`src/rtl/multicycle_pkg.sv`:
```
// Shared types and encodings for the multicycle MIPS-subset control unit:
// FSM states, opcode/funct values, ULA operations and datapath select codes.
package multicycle_pkg;

    typedef enum logic [3:0] {
        FETCH   = 4'd0,
        DECODE  = 4'd1,
        MEMADR  = 4'd2,
        MEMRD   = 4'd3,
        MEMWB   = 4'd4,
        MEMWR   = 4'd5,
        EXECUTE = 4'd6,
        ALUWB   = 4'd7,
        BEQ     = 4'd8,
        ADDIEX  = 4'd9,
        ADDIWB  = 4'd10,
        JUMP    = 4'd11
    } state_t;

    localparam logic [5:0] OP_RTYPE = 6'b000000;
    localparam logic [5:0] OP_LW    = 6'b100011;
    localparam logic [5:0] OP_SW    = 6'b101011;
    localparam logic [5:0] OP_BEQ   = 6'b000100;
    localparam logic [5:0] OP_ADDI  = 6'b001000;
    localparam logic [5:0] OP_J     = 6'b000010;

    localparam logic [5:0] FUNCT_ADD = 6'b100000;
    localparam logic [5:0] FUNCT_SUB = 6'b100010;
    localparam logic [5:0] FUNCT_AND = 6'b100100;
    localparam logic [5:0] FUNCT_OR  = 6'b100101;
    localparam logic [5:0] FUNCT_SLT = 6'b101010;

    localparam logic [2:0] ULA_ADD = 3'b000;
    localparam logic [2:0] ULA_SUB = 3'b001;
    localparam logic [2:0] ULA_AND = 3'b010;
    localparam logic [2:0] ULA_OR  = 3'b011;
    localparam logic [2:0] ULA_SLT = 3'b101;

    // ula_op: what the FSM asks of the ULA decoder
    localparam logic [1:0] ULAOP_ADD   = 2'b00;
    localparam logic [1:0] ULAOP_SUB   = 2'b01;
    localparam logic [1:0] ULAOP_FUNCT = 2'b10;

    localparam logic [1:0] SRCB_REGB  = 2'b00;
    localparam logic [1:0] SRCB_FOUR  = 2'b01;
    localparam logic [1:0] SRCB_IMM   = 2'b10;
    localparam logic [1:0] SRCB_IMMSH = 2'b11;

    localparam logic [1:0] PCSRC_ULA    = 2'b00;
    localparam logic [1:0] PCSRC_ULAOUT = 2'b01;
    localparam logic [1:0] PCSRC_JUMP   = 2'b10;

endpackage

```
`src/rtl/multicycle_control_ula_decoder.sv`:
```
// Combinational ULA control decoder: fixed add/sub requests from the FSM,
// or an R-type operation selected by the Funct field.
module ula_decoder
    import multicycle_pkg::*;
(
    input  logic [5:0] i_funct,
    input  logic [1:0] i_ula_op,
    output logic [2:0] o_ula_control
);

    always_comb begin
        o_ula_control = ULA_ADD;
        case (i_ula_op)
            ULAOP_SUB: o_ula_control = ULA_SUB;
            ULAOP_FUNCT: begin
                case (i_funct)
                    FUNCT_ADD: o_ula_control = ULA_ADD;
                    FUNCT_SUB: o_ula_control = ULA_SUB;
                    FUNCT_AND: o_ula_control = ULA_AND;
                    FUNCT_OR:  o_ula_control = ULA_OR;
                    FUNCT_SLT: o_ula_control = ULA_SLT;
                    default:   o_ula_control = ULA_ADD;
                endcase
            end
            default: o_ula_control = ULA_ADD;
        endcase
    end

endmodule

```
`src/rtl/multicycle_control.sv`:
```
// Moore FSM sequencing the multicycle datapath; drives all mux selects and
// write enables. Only ULAControl (EXECUTE) and PCEn (BEQ) see live inputs.
module multicycle_control
    import multicycle_pkg::*;
#(
    parameter bit ENABLE_JUMP = 1'b1,
    parameter int STATE_W     = 4     // must be >= 4
)(
    input  logic               clk,
    input  logic               reset,
    input  logic [5:0]         Op,
    input  logic [5:0]         Funct,
    input  logic               Z,
    output logic [2:0]         ULAControl,
    output logic               ALUSrcA,
    output logic [1:0]         ALUSrcB,
    output logic               IorD,
    output logic               IRWrite,
    output logic               MemWrite,
    output logic               RegDst,
    output logic               MemtoReg,
    output logic               RegWrite,
    output logic [1:0]         PCSrc,
    output logic               PCEn,
    output logic [STATE_W-1:0] state_dbg
);

    state_t     r_state;
    state_t     w_state_next;
    state_t     w_state_cur;
    logic [1:0] w_ula_op;
    logic       w_pc_write;
    logic       w_branch;

    always_ff @(posedge clk) begin
        if (reset) r_state <= FETCH;
        else       r_state <= w_state_next;
    end

    // While reset is held the outputs look like FETCH with every enable off.
    assign w_state_cur = reset ? FETCH : r_state;

    always_comb begin
        w_state_next = FETCH;
        w_ula_op     = ULAOP_ADD;
        w_pc_write   = 1'b0;
        w_branch     = 1'b0;
        ALUSrcA      = 1'b0;
        ALUSrcB      = SRCB_REGB;
        IorD         = 1'b0;
        IRWrite      = 1'b0;
        MemWrite     = 1'b0;
        RegDst       = 1'b0;
        MemtoReg     = 1'b0;
        RegWrite     = 1'b0;
        PCSrc        = PCSRC_ULA;
        case (w_state_cur)
            FETCH: begin
                IRWrite      = 1'b1;
                ALUSrcB      = SRCB_FOUR;
                w_pc_write   = 1'b1;
                w_state_next = DECODE;
            end
            DECODE: begin
                ALUSrcB = SRCB_IMMSH;
                case (Op)
                    OP_LW, OP_SW: w_state_next = MEMADR;
                    OP_RTYPE:     w_state_next = EXECUTE;
                    OP_BEQ:       w_state_next = BEQ;
                    OP_ADDI:      w_state_next = ADDIEX;
                    OP_J:         w_state_next = ENABLE_JUMP ? JUMP : FETCH;
                    default:      w_state_next = FETCH;
                endcase
            end
            MEMADR: begin
                ALUSrcA      = 1'b1;
                ALUSrcB      = SRCB_IMM;
                w_state_next = (Op == OP_SW) ? MEMWR : MEMRD;
            end
            MEMRD: begin
                IorD         = 1'b1;
                w_state_next = MEMWB;
            end
            MEMWB: begin
                MemtoReg = 1'b1;
                RegWrite = 1'b1;
            end
            MEMWR: begin
                IorD     = 1'b1;
                MemWrite = 1'b1;
            end
            EXECUTE: begin
                ALUSrcA      = 1'b1;
                w_ula_op     = ULAOP_FUNCT;
                w_state_next = ALUWB;
            end
            ALUWB: begin
                RegDst   = 1'b1;
                RegWrite = 1'b1;
            end
            BEQ: begin
                ALUSrcA  = 1'b1;
                w_ula_op = ULAOP_SUB;
                PCSrc    = PCSRC_ULAOUT;
                w_branch = 1'b1;
            end
            ADDIEX: begin
                ALUSrcA      = 1'b1;
                ALUSrcB      = SRCB_IMM;
                w_state_next = ADDIWB;
            end
            ADDIWB:  RegWrite = 1'b1;
            JUMP: begin
                PCSrc      = PCSRC_JUMP;
                w_pc_write = 1'b1;
            end
            default: w_state_next = FETCH;
        endcase
        if (reset) begin
            IRWrite    = 1'b0;
            MemWrite   = 1'b0;
            RegWrite   = 1'b0;
            w_pc_write = 1'b0;
            w_branch   = 1'b0;
        end
    end

    assign PCEn      = w_pc_write | (w_branch & Z);
    assign state_dbg = reset ? '0 : STATE_W'(r_state);

    ula_decoder u_ula_decoder (
        .i_funct       (Funct),
        .i_ula_op      (w_ula_op),
        .o_ula_control (ULAControl)
    );

endmodule
```
`config.mk`:
```
export PLATFORM = sky130hd
export DESIGN_NAME = multicycle_control
export DESIGN_NICKNAME = d
export VERILOG_FILES = /design/src/rtl/multicycle_pkg.sv /design/src/rtl/multicycle_control_ula_decoder.sv /design/src/rtl/multicycle_control.sv
export SDC_FILE = /design/constraint.sdc
export NUM_CORES = 1
export LEC_CHECK = 0
export ABC_AREA = 1
export CAP_MARGIN = 10
export CORE_MARGIN = 5
export CORE_UTILIZATION = 36
export DETAILED_ROUTE_END_ITERATION = 12
export PLACE_DENSITY_LB_ADDON = 0.1
export RECOVER_POWER = 25
export SYNTH_ARGS = -nofsm -noshare
export SYNTH_HDL_FRONTEND = slang
export SYNTH_SLANG_ARGS = --single-unit
```
`constraint.sdc`:
```
create_clock -name clk -period 2.3 [get_ports clk]
set_clock_uncertainty 0.15 [all_clocks]
set_input_delay 0.46 -clock clk [delete_from_list [all_inputs] [get_ports clk]]
set_output_delay 0.46 -clock clk [all_outputs]
set_load 0.01 [all_outputs]
```
==> results of run 1 <==
-- worst paths after layout --
path                                  from             to  slack (ps)  depth (start not counted)
worst max-delay path                 reset  ULAControl[0]         -50                         12
worst min-delay path                 reset     r_state[0]         480                          3
worst max register to register  r_state[0]     r_state[0]         680                          9
worst min register to register  r_state[1]     r_state[0]         500                          5
-- cells by family after synthesis --
family / count (synthesis)
AOI/OAI and AO/OA: 8
adders and majority gates: 2
buffers and inverters: 22
DFF: 4
and+or+nand+nor: 75
-- worst reg2reg max path, delay by kind of cell (launching register included) --
| family | cells | cell delay (ps) |
|---|---|---|
| flip-flops | 1 | 340 |
| AO/OA/AOI/OAI | 1 | 110 |
| buffers and inverters | 4 | 490 |
| AND/OR/NAND/NOR | 4 | 470 |
-- cells in the final DEF, fill, tap and decap left out, types with 2 or more instances in the layout --
master / netlist / layout
buf_2: 0 / 3
buf_4: 0 / 31
clkbuf_2: 0 / 5
clkbuf_4: 0 / 3
clkdlybuf4s50_1: 0 / 16
dfxtp_1: 4 / 2
dfxtp_2: 0 / 2
dlygate4sd2_1: 0 / 5
dlymetal6s2s_1: 0 / 3
inv_1: 19 / 18
inv_2: 3 / 4
nand2_1: 23 / 21
nand2_2: 3 / 4
nand3_1: 13 / 13
nand3b_1: 2 / 2
nand4_1: 2 / 2
nor2_1: 28 / 20
nor2_2: 1 / 3
nor2_4: 1 / 7
o21ai_0: 5 / 4
o21ai_2: 1 / 2
-- routing by layer --
metal  up-vias  global-route usage [%]  share of wire (%)
met5         -                       0                  0
met3        10                    1.81                5.1
met4         0                    10.9                2.7
met1       426                    18.4                 39
li1        486                       -                  -
met2        40                    36.4                 54
-- stage by stage --
stage	utilization (%)	setup WS [ps]	hold WS (ps)	power [mW]	area, µm²
4_1_cts	80.6	5.38	435	0.267	1200
2_1_floorplan	-	3.12	379	0.107	563
5_1_grt	82.8	-148	481	0.288	1230
6_report	82.8	-45.3	475	0.266	1230
3_5_place_dp	75.5	-833	607	0.170	1120
3_3_place_gp	75.5	-816	589	0.167	1120
-- cell type report --
type	count	area (µm²)	area share (%)
inverters	22	82.6	6.70
well taps	16	20.0	1.62
multi-input cells	85	489	39.7
clock buffers	3	22.5	1.83
repair buffers	65	536	43.5
flip-flops and latches	4	82.6	6.70
-- power by group --
part | internal (mW) | switching [mW] | total, mW | leakage, nW
clock network | 0.0582 | 0.0269 | 0.0851 | 0.0138
registers | 0.0720 | 0.00170 | 0.0737 | 0.0336
logic | 0.0565 | 0.0507 | 0.107 | 0.653
total | 0.187 | 0.0793 | 0.266 | 0.701
-- repair_timing --
item / 4_1_cts / 5_1_grt
gates resized for setup: 39 / 25
pin swaps: 4 / 1
setup buffers: 3 / 1
endpoints found under the setup margin: 19 / 13
==> results.toml, run 1 <==
[placement]
port_buffers = 33
dp.cells = 188
dp_hpwl_um = 1680
gp_congestion = 0.863

[setup_path]
max_stage_delay_ps = 320
crit_path_start_kind = "primary input"
path_buf_inv = 6
end_kind = "output pin"
slowest_stage = "ha_2"
worstPathMaxFanout = 3
crit_required_ps = 1690
path_delay_family = "buffers and inverters"
critPathArrivalTime_ps = 1740
critPathKind = "in2out"
crit_path_frequent_cell = "inv_2"
path_cells = "buf_2 > inv_2 > nand2_2 > nor2_4 > inv_2 > nor2_2 > inv_1 > ha_2 > inv_2 > nand3_1 > nand2_1 > buf_2"

[finish]
largest_reg_flops = 4
area_growth_pct = 119
layout-drive-gt1-share_pct = 38.5
top_register = "r_state"
nets = 198
fin_cells = 195
nFillCells = 99
top_regs = "r_state (4)"
diodes = 0

[synthesis]
netlist_area_um2 = 563
synth-compound-area-share_pct = 7.78
synth_ff_type = "dfxtp_1"
ys_warn_count = 0
yosysSeqAreaShare_pct = 14.2
synth_fp_nets = 128
synth_top_family_by_area = "simple AND/OR/NAND/NOR gates"
synth_area_leaders = "nor2_1 (19%), nand2_1 (15%), dfxtp_1 (14%)"
ys_seq_elements = 4
synthXorXnorAreaFrac_pct = 0
synth-edff-count = 0
synth_commonest_cells = "nor2_1 (28), nand2_1 (23), inv_1 (19)"
synth_cells = 111
synth-simple-area-share_pct = 58.9
synthArstFlopShare_pct = 0
syn_area_per_cell_um2 = 5.07
yosysTopAreaCell = "nor2_1"
synth_mux_area_share_pct = 0
synth_top_area_share_pct = 18.7
synth_cell_types = 18
synthAdderAreaFrac_pct = 4.44
yosysMostFrequentCell = "nor2_1"

[clocking]
cts-root-buf = "clkbuf_4"
htree_levels = 1
clock_latency_ps = 230
cts_buffer_depth = 2
cts_num_sinks = 4
clkTransAtPathRegs_ps = 40
cts_tree = "done"
ctsHoldBuffers = 0
cts_buffers = 3

[run_status]
violations = "negative setup slack"
outcome = "finished, violations left"

[route]
drt-total-wl_um = 2460
dr.first_iter.drc_count = 25
avgViaCountPerCell = 4.93
dr.pass1.iters = 4
ant_nets = 0
drc = 0
num_vias = 962
wl_per_cell_um = 12.6

[timing]
setup_viol = 2
timing.final.crit_period_ps = 2350
maxSlewViolCount = 0
final.setup.worst_slack_ps = -45.3
relSlewSlack_pct = 82.6
hold_viol = 0
max_freq_mhz = 426
fin_tns_setup_ps = -89.3
rsz0062_at_grt = "true"
post-route-period-util_pct = 102
tightest_slew_ps = 260

[pwr]
ir_worst_vdd_uv = 317
powerDensity_nw_per_um2 = 216
p_leak_nw = 0.701

[grt]
grt_use_total_pct = 18.7
grt_pass1_vias = 944
grt_pass1_wl_um = 3730
grt_max_degree = 7
grt_antenna_before_repair = 0
overflow = 0

[floorplanning]
die_area_um2 = 2450
rows = 14
io_pins = 34
core_um2 = 1490
die_y_um = 49.5
fp.dieW_um = 49.5
start_util_pct = 37.8

[flow_run]
drv_cap = 0

[worst_hold_path]
hp-class = "in2reg"
Power figures use the tool's default switching activity.
==> inputs of run 2 (changes only) <==
PLACE_DENSITY_LB_ADDON = 0.05   (was 0.1)
==> run 2 against run 1 <==
  * The run now ends clean
  * Final area fell by 1.3%
  * Power down 1.4%
  * Wire length is 3.6% lower
  * Sequential power decreased by 0.7%
  * Worst hold slack worse by 45 ps
  * Final cell count is 2.1% lower
  * Clock power is 2% higher
  * Global-route usage decreased by 0.68 points
  * Critical endpoint unchanged
  * Largest cell class unchanged
  * Largest power group unchanged
==> results.toml, run 2 (same netlist as run 1, synthesis figures left out) <==
[finish]
area_growth_pct = 116
final_cell_mix = "buf_4 (27), nand2_1 (20), nor2_1 (20), inv_1 (15), clkdlybuf4s50_1 (15)"
nFillCells = 105
top_regs = "r_state (4)"
nets = 194
fin_area_um2 = 1220
layout-drive-gt1-share_pct = 38.9
largest_reg_flops = 4
top_register = "r_state"
diodes = 0
mostFrequentLayoutCell = "buf_4"

[route]
drt-total-wl_um = 2370
dr.first_iter.drc_count = 25
ant_nets = 0
num_vias = 909
drc = 0
wl_per_cell_um = 12.4
avgViaCountPerCell = 4.76
dr.pass1.iters = 4

[clocking]
clkTransAtPathRegs_ps = 40
cts-root-buf = "clkbuf_4"
cts_num_sinks = 4
ctsHoldBuffers = 0
clock_latency_ps = 240
cts_buffer_depth = 2
cts_buffers = 3
htree_levels = 1
cts_tree = "done"

[floorplanning]
start_util_pct = 37.8
io_pins = 34
core_um2 = 1490
fp.dieW_um = 49.5
die_area_um2 = 2450
die_y_um = 49.5
rows = 14

[worst_hold_path]
hold_depth = 3
hp-class = "in2reg"

[placement]
gp_congestion = 0.861
postPlaceCellArea_um2 = 1110
pre_cts_ws_ps = -812
port_buffers = 33
dp_hpwl_um = 1700

[timing]
final.setup.worst_slack_ps = 34.8
tightest_slew_ps = 283
maxSlewViolCount = 0
fin_tns_setup_ps = 0
max_freq_mhz = 441
setup_viol = 0
timing.final.crit_period_ps = 2270
worst_hold_slack_ps = 430
hold_viol = 0
relSlewSlack_pct = 81.1
post-route-period-util_pct = 98.5

[grt]
grt_max_degree = 7
grt_pass1_wl_um = 3600
grt_pass1_vias = 873
grt_antenna_before_repair = 0
overflow = 0
grt_use_total_pct = 18.0

[flow_run]
drv_cap = 0

[setup_path]
critPathArrivalTime_ps = 1660
worstPathMaxFanout = 6
crit_path_start_kind = "primary input"
crit_required_ps = 1690
critPathKind = "in2out"
end_kind = "output pin"
worst-r2r-cell-count = 10

[run_status]
outcome = "completed"

[pwr]
powerDensity_nw_per_um2 = 216
p_leak_nw = 0.674
ir_worst_vdd_uv = 234
## run 2: cell count changes in the layout (fill, tap and decap cells not counted), moves of 2 or more
cell,change
buf_4,-4
clkbuf_2,-4
dlygate4sd2_1,+2
inv_1,-3
inv_2,+3
nand2_2,+2
nand3_1,-2
nand3_2,+2
## run 2: worst max-delay path, cell delays in order
cell and delay, ps:
buf_2 110, buf_6 140, nor2_4 130, nand2_2 100
buf_4 170, inv_1 60, nand2_1 70, ha_1 180
nand2_1 60, nand2_1 40, buf_2 130
## run 2: final timing paths
path / startpoint / endpoint / slack [ps]
max: reset / ULAControl[0] / 30
min: reset / r_state[0] / 430
max reg2reg: r_state[3] / r_state[1] / 800
min reg2reg: r_state[1] / r_state[0] / 550
## run 2: layer usage
| layer | wire length, µm | GRT usage [%] | up-vias |
|---|---|---|---|
| met5 | 0 | 0 | - |
| met4 | 66 | 6.55 | 0 |
| met3 | 171 | 4.22 | 6 |
| met2 | 1260 | 33.3 | 32 |
| met1 | 881 | 19.5 | 398 |
| li1 | - | - | 473 |
## run 2: power breakdown
part | leakage [nW] | switching [mW] | internal [mW]
logic | 0.626 | 0.0473 | 0.0547
registers | 0.0339 | 0.00218 | 0.0710
clock network | 0.0138 | 0.0286 | 0.0584
## run 2: what timing repair did
action	in CTS	in global routing
endpoints found under the setup margin	19	11
pin swaps	5	4
resized for setup	43	21
buffers inserted	2	1
## run 2: through the flow
| step | utilization [%] | instances | power, mW |
|---|---|---|---|
| 2_1_floorplan | - | 111 | 0.107 |
| 3_3_place_gp | 74.5 | 186 | 0.168 |
| 3_5_place_dp | 74.5 | 186 | 0.170 |
| 4_1_cts | 79.3 | 191 | 0.263 |
| 5_1_grt | 81.7 | 191 | 0.285 |
| 6_report | 81.7 | 191 | 0.262 |
## run 2: cell type report
cell class | instances | area, µm² | area share, %
repair buffers | 61 | 518 | 42.6
multi-input cells | 85 | 488 | 40.1
clock buffers | 3 | 22.5 | 1.85
inverters | 22 | 82.6 | 6.79
well taps | 16 | 20.0 | 1.65
flip-flops and latches | 4 | 85.1 | 7.00
==> inputs of run 3 (changes only) <==
CORE_MARGIN = 2   (was 5)
GPL_TIMING_DRIVEN = 1   (was not set)
==> run 3 against run 2 <==
  * Global-route usage up 6.8 points
  * Die area down 23%
  * Register-to-register slack worse by 110 ps
  * Critical path depth down 1
  * Wire length up 26%
  * Core utilization up 6.6 points
  * Final area up 8.0%
  * First-iteration DRC count down 20%
  * Clock power down 2.8%
  * Sequential share of layout area down 0.52 points
  * Via count up 13%
  * Critical path type is now reg2out
  * Largest power group unchanged
==> results.toml, run 3 (same netlist as run 1, synthesis figures left out) <==
[setup_path]
reg2reg_slack_ps = 690
r2r-end = "r_state[1]"
crit_required_ps = 1690
worst-r2r-cell-count = 10
slowest_stage = "dfxtp_2"
path_cells = "inv_1 > nor2_4 > nand2_2 > buf_6 > inv_1 > nand2_2 > ha_4 > nand2_1 > nand2_1 > buf_2"
end_kind = "output pin"
critPathArrivalTime_ps = 1660
regToRegStartpoint = "r_state[3]"
critPathKind = "reg2out"
worstPathMaxFanout = 4
crit_path_start_kind = "flop"
max_stage_delay_ps = 370

[clocking]
cts_buffer_depth = 2
clkTransAtPathRegs_ps = 40
cts_num_sinks = 4
cts-root-buf = "clkbuf_4"
clock_latency_ps = 230
htree_levels = 1
cts_tree = "done"
cts_buffers = 3

[worst_hold_path]
hold_depth = 4
min_to = "r_state[0]"
hp-start = "reset"
hp-class = "in2reg"

[pwr]
p_int_mw = 0.192
netSwitchingFraction_pct = 30.8
clockPowerShare_pct = 30.6
power_frac_comb_pct = 42.9
ir_worst_vdd_uv = 314
powerDensity_nw_per_um2 = 211
seq_power_share_pct = 26.5
p_leak_nw = 0.719
p_sw_mw = 0.0852

[timing]
max_freq_mhz = 440
post-route-period-util_pct = 98.8
hold_viol = 0
setup_viol = 0
timing.final.crit_period_ps = 2270
maxSlewViolCount = 0
worst_hold_slack_ps = 536
relSlewSlack_pct = 82.9
tightest_slew_ps = 255

[route]
drt-total-wl_um = 2990
dr.pass1.iters = 4
avgViaCountPerCell = 5.20
dr.first_iter.drc_count = 20
wl_per_cell_um = 15.1
drc = 0
num_vias = 1029
ant_nets = 0

[finish]
final_cell_mix = "buf_4 (33), nor2_1 (22), nand2_1 (20), clkdlybuf4s50_1 (17), inv_1 (15)"
fin_cells = 198
top_regs = "r_state (4)"
area_growth_pct = 133
largest_reg_flops = 4
top_register = "r_state"
nets = 201
diodes = 0
layout-drive-gt1-share_pct = 39.6
mostFrequentLayoutCell = "buf_4"

[grt]
grt_use_total_pct = 24.9
grt_pass1_vias = 878
grt_pass1_wl_um = 3650
overflow = 0
grt_antenna_before_repair = 0
grt_max_degree = 7

[placement]
dp_hpwl_um = 1650
port_buffers = 33
gp_congestion = 0.929
dp.cells = 187

[floorplanning]
io_pins = 34
start_util_pct = 37.8
die_y_um = 43.5
fp.dieW_um = 43.5
rows = 14
core_um2 = 1490
die_area_um2 = 1900

[flow_run]
drv_cap = 0

[run_status]
outcome = "completed"
[run 3: changes by cell type in the layout (fill, tap and decap cells not counted), sizes merged]
cell and change:
clkdlybuf4s50 +2, dlygate4sd2 +2, dlygate4sd3 -1, clkbuf -1, buf +6, dlymetal6s2s -2, clkdlybuf4s15 +1
[run 3: power by group through the flow]
stage	combinational [mW]	sequential (mW)	clock (mW)
after global placement	0.0935	0.0742	0
after CTS	0.101	0.0737	0.0878
after global routing	0.127	0.0734	0.0890
after detailed placement	0.0962	0.0741	0
after floorplan	0.0326	0.0744	0
final	0.119	0.0735	0.0846
[run 3: worst max-delay path: cells and delay by family, from the launching register on]
kind / cells / cell delay [ps]
buf+inv: 4 / 450
flops: 1 / 370
simple gates: 5 / 450
fa+ha+maj: 1 / 180
[run 3: how the worst max path moves through the flow]
stage	slack (ps)	from	to	cells past startpoint
final	30	r_state[2]	ULAControl[0]	10
after global routing	-90	r_state[2]	ULAControl[0]	10
after CTS	-100	reset	ULAControl[1]	10
after detailed placement	-810	reset	ULAControl[1]	11
after global placement	-800	reset	ULAControl[1]	10
after floorplan	3	reset	ULAControl[1]	10
[run 3: what timing repair did]
item,4_1_cts,5_1_grt
hold buffers,0,0
gates resized for setup,46,20
gates cloned,0,0
pin swaps,5,6
setup buffers,2,6
endpoints found under the setup margin,19,12
[run 3: area by class of cell]
class | count | area, µm²
timing repair buffer | 68 | 582
fill | 82 | 175
tap | 16 | 20.0
multi-input combinational | 85 | 522
inverter | 22 | 82.6
sequential | 4 | 85.1
clock buffer | 3 | 22.5
[run 3: routing by layer]
metal / GRT usage [%] / part of all wire [%] / vias to the layer above
met1: 28.1 / 36 / 453
met2: 45.9 / 50 / 69
li1: - / - / 487
met4: 11.5 / 5.5 / 0
met5: 0 / 0 / -
met3: 2.50 / 8.3 / 20
[run 3: metrics by stage]
step                      instance area (µm²)  setup WS [ps]  util, %  total power [mW]  setup TNS (ps)
after CTS                                1220           -102     81.8             0.263            -204
after global routing                     1310          -86.1     88.2             0.289            -228
after global placement                   1120           -799     75.0             0.168           -8090
after detailed placement                 1120           -807     75.0             0.170           -8410
final                                    1310           26.9     88.2             0.277               0
after floorplan                           563           3.12        -             0.107               0
